==> config.mk <==
export PLATFORM = sky130hd
export DESIGN_NAME = restador_serial_top
export DESIGN_NICKNAME = d
export VERILOG_FILES = /design/src/rtl/restador_serial_top.sv
export SDC_FILE = /design/constraint.sdc
export NUM_CORES = 1
export LEC_CHECK = 0
export ABC_AREA = 1
export BUFFER_PORTS_ARGS = -buffer_cell sky130_fd_sc_hd__buf_4
export CORE_ASPECT_RATIO = 0.5
export CORE_MARGIN = 2
export CORE_UTILIZATION = 54
export DETAILED_ROUTE_END_ITERATION = 10
export PLACE_DENSITY = 0.77
export SYNTH_ARGS = -nofsm -noshare
export SYNTH_HDL_FRONTEND = slang
export SYNTH_SLANG_ARGS = --single-unit
==> constraint.sdc <==
create_clock -name clk_i -period 1.65 [get_ports clk_i]
set_input_delay 0.0825 -clock clk_i [delete_from_list [all_inputs] [get_ports clk_i]]
set_output_delay 0.0825 -clock clk_i [all_outputs]
set_load 0.01 [all_outputs]
==> src/rtl/restador_serial_top.sv <==
// rtl/restador_serial_top.sv - bit-serial LSB-first subtractor (data0 - data1), one bit per clock.
// Optional signed overflow output enabled by defining RESTADOR_SIGNED_OVF_EN.
module restador_serial_top #(
  parameter int WIDTH = 8
) (
  input  logic             clk_i,
  input  logic             rst_ni,
  input  logic             start_i,
  input  logic [WIDTH-1:0] data0_i,
  input  logic [WIDTH-1:0] data1_i,
  output logic             busy_o,
  output logic             done_o,
  output logic [WIDTH-1:0] result_o,
  output logic             borrow_o,
`ifdef RESTADOR_SIGNED_OVF_EN
  output logic             overflow_o,
`endif
  output logic             zero_o
);

  localparam int CNT_W = $clog2(WIDTH) + 1;

  typedef enum logic [1:0] {
    IDLE  = 2'd0,
    SHIFT = 2'd1,
    DONE  = 2'd2
  } state_e;

  state_e           state_q;
  logic [WIDTH-1:0] a_q, b_q, r_q;
  logic             br_q;
  logic [CNT_W-1:0] cnt_q;
  logic             busy_q, done_q, borrow_q, zero_q;
  logic [WIDTH-1:0] result_q;
`ifdef RESTADOR_SIGNED_OVF_EN
  logic             ovf_q;
`endif

  logic             bit_a, bit_b, diff_d, br_d;
  logic [WIDTH-1:0] r_d;
  logic             last_bit;

  always_comb begin
    bit_a    = a_q[0];
    bit_b    = b_q[0];
    diff_d   = bit_a ^ bit_b ^ br_q;
    br_d     = (~bit_a & bit_b) | (~(bit_a ^ bit_b) & br_q);
    r_d      = {diff_d, r_q[WIDTH-1:1]};
    last_bit = (cnt_q == CNT_W'(WIDTH - 1));
  end

  always_ff @(posedge clk_i or negedge rst_ni) begin
    if (!rst_ni) begin
      state_q  <= IDLE;
      a_q      <= '0;
      b_q      <= '0;
      r_q      <= '0;
      br_q     <= 1'b0;
      cnt_q    <= '0;
      busy_q   <= 1'b0;
      done_q   <= 1'b0;
      result_q <= '0;
      borrow_q <= 1'b0;
      zero_q   <= 1'b1;
`ifdef RESTADOR_SIGNED_OVF_EN
      ovf_q    <= 1'b0;
`endif
    end else begin
      case (state_q)
        IDLE, DONE: begin
          done_q <= 1'b0;
          if (start_i) begin
            a_q     <= data0_i;
            b_q     <= data1_i;
            br_q    <= 1'b0;
            cnt_q   <= '0;
            busy_q  <= 1'b1;
            state_q <= SHIFT;
          end else begin
            state_q <= IDLE;
          end
        end
        SHIFT: begin
          a_q   <= a_q >> 1;
          b_q   <= b_q >> 1;
          r_q   <= r_d;
          br_q  <= br_d;
          cnt_q <= cnt_q + 1'b1;
          if (last_bit) begin
            // In the last cycle the operand LSBs are the original MSBs.
            busy_q   <= 1'b0;
            done_q   <= 1'b1;
            result_q <= r_d;
            borrow_q <= br_d;
            zero_q   <= (r_d == '0);
`ifdef RESTADOR_SIGNED_OVF_EN
            ovf_q    <= (bit_a ^ bit_b) & (bit_a ^ diff_d);
`endif
            state_q  <= DONE;
          end
        end
        default: begin
          busy_q  <= 1'b0;
          done_q  <= 1'b0;
          state_q <= IDLE;
        end
      endcase
    end
  end

  assign busy_o   = busy_q;
  assign done_o   = done_q;
  assign result_o = result_q;
  assign borrow_o = borrow_q;
  assign zero_o   = zero_q;
`ifdef RESTADOR_SIGNED_OVF_EN
  assign overflow_o = ovf_q;
`endif

endmodule

==> results.ini <==
[worst_setup_path]
end_kind=flop
cp-start-kind=flop
worstPathArrival_ns=1.56
cp_max_fo=2
crit_required_ns=1.88
crit_type=flop to flop

[run_status]
status=finished, final reports clean

[cells_and_area]
instances_no_fill=272
final_nets=253
drive_above_1_share=0.237
area_growth_pct=19.1
diodes=0
finalInstanceArea_um2=2130

[sta]
fin_skew_ns=0.00325
hold_viol_final=0
maxSlewViolCount=0
fin_crit_sh=0.808
post-route-min-period_ns=1.33
max_freq_mhz=750
fin_tns_setup_ns=0
slew_headroom=0.665
worstMarginPinSlew_ns=0.502
rsz0062_at_grt=no
final-setup-viol-count=0

[drt]
via_per_inst=4.88
ant_nets=0
wl_per_cell_um=11.2
routed_wl_um=3030
vias=1326
drtPass1Iterations=4
drc_errors=0
drtIter0Drc=124

[logic_synthesis]
synth_warnings=0
postSynthCellCount=197
synth.cell_area_um2=1780
synth_area_leaders=dfrtp_1, nand2_1, nand3_1
synth.avg_cell_area_um2=9.06
synth_seq_area_share=0.576
ys_types=22
ys_ff_latch=41
synthFlopType=dfrtp_1
synth_fp_nets=218
synth_edf_count=0
async_flop_share=1.00
synth_top_area_share=0.561
yosysTopAreaCell=dfrtp_1

[die]
core_area_um2=3080
rows=14
dieHeight_um=44.6
die_area_um2=3810
io_pins=31
initial_core_util=0.579
die-width_um=85.3

[grt]
antenna_found_initial=0
grt_max_degree=42
grt_pass1_wl_um=5490
grt.overflow.total=0
grt_pass1_vias=1263
grt_usage=0.191

[pwr]
p_per_area_nw_per_um2=1880
leakagePower_uw=0.00109
peakVddDrop_mv=0.912

[clock_network]
cts_tree=done
insertion_delay_ns=0.28
cts_buffer_depth=2
cts_made_buffers=5
post_cts_buffers=0
cts_max_level=2
clkTransAtPathRegs_ns=0.07
root_buffer=clkbuf_8
cts_sinks=41

[placement]
gp_congestion=0.720
place_area_um2=2010
dp_cells=262
hpwlAfterDp_um=2050
port_buffers=30

[worst_hold_path]
hold_class=input pin to flop

[job]
drv_cap=0

[final timing paths]
kind | startpoint | endpoint | slack (ns) | depth (start not counted)
max | a_q[0] | zero_o | 0.32 | 6
min | data1_i[2] | b_q[2] | 0.01 | 3
max reg2reg | a_q[0] | zero_o | 0.32 | 6
min reg2reg | b_q[7] | b_q[7] | 0.48 | 2
max in group asynchronous | rst_ni | zero_o | 0.97 | 2
min in group asynchronous | rst_ni | a_q[4] | 0.31 | 2
[placed cells by master, fill, tap and decap left out, types with 3 or more instances in the layout]
cell type	Yosys	layout
buf_4	0	31
clkbuf_8	0	6
dfrtp_1	40	40
dlygate4sd3_1	0	3
inv_1	12	12
nand2_1	81	81
nand2_2	3	3
nand3_1	17	17
nor2_1	9	9
o21ai_0	8	8
o21ai_2	8	8
[metrics by stage]
stage	util	power (uW)	hold slack (ns)	worst slack, ns
after floorplan	-	2970	-0.213	0.391
final	0.690	3990	0.0149	0.316
after CTS	0.690	4050	0.00889	0.311
after global routing	0.690	4360	0.0113	0.137
after detailed placement	0.652	3380	0.0900	0.329
after global placement	0.652	3320	0.0896	0.363
[cells in the mapped netlist (2+ instances only)]
cell type	n
nand2_1	81
buf_6	3
dfrtp_1	40
o21ai_2	8
nand3_1	17
nor2_1	9
a21oi_1	2
nand2_4	2
nand2_2	3
inv_1	12
inv_2	2
o21ai_0	8
[registers in the layout, summed over array words and instances (netlist names)]
signal    count
r_q           7
borrow_o      1
busy_o        1
br_q          1
state_q       1
cnt_q         4
zero_o        1
done_o        1
a_q           8
b_q           8
result_o      8
[cells by family (layout without fill, tap and decap cells)]
logic type / after synthesis / in the layout / share of synthesized area
AOI/OAI and AO/OA: 19 / 19 / 0.0708
adders and majority gates: 2 / 2 / 0.0182
buffers and inverters: 21 / 56 / 0.0652
DFF: 41 / 41 / 0.576
and+or+nand+nor: 114 / 114 / 0.270
[layer usage]
| layer | vias to the layer above | wire length [um] | GRT usage |
|---|---|---|---|
| met3 | 4 | 153 | 0.0690 |
| met5 | - | 0 | 0 |
| met4 | 0 | 42 | 0.0667 |
| met2 | 32 | 1360 | 0.306 |
| li1 | 685 | - | - |
| met1 | 605 | 1470 | 0.245 |
[where the power goes]
group / internal [uW] / switching (uW)
Sequential: 1470 / 290
Combinational: 652 / 932
Clock: 332 / 320
[timing repair]
| action | CTS | global route |
|---|---|---|
| endpoints found under the setup margin | 0 | 0 |
| gates resized for setup | 0 | 0 |
| hold buffers | 3 | 0 |
| hold endpoints to repair | 42 | 0 |
[worst max-delay path, stage by stage, from the launching register on]
cell,delay [ns]
dfrtp_1,0.41
fa_1,0.49
nor2_1,0.11
nand2_1,0.06
nor2_1,0.09
nand2_1,0.05
nand2_1,0.06
[layout make-up]
cell class	instances	area [um^2]
flip-flops and latches	41	1030
repair buffers	34	263
multi-input cells	135	641
well taps	40	50.0
clock buffers	7	86.3
fillers	260	957
inverters	15	58.8
Note: power is estimated with default switching activity, not from simulation.
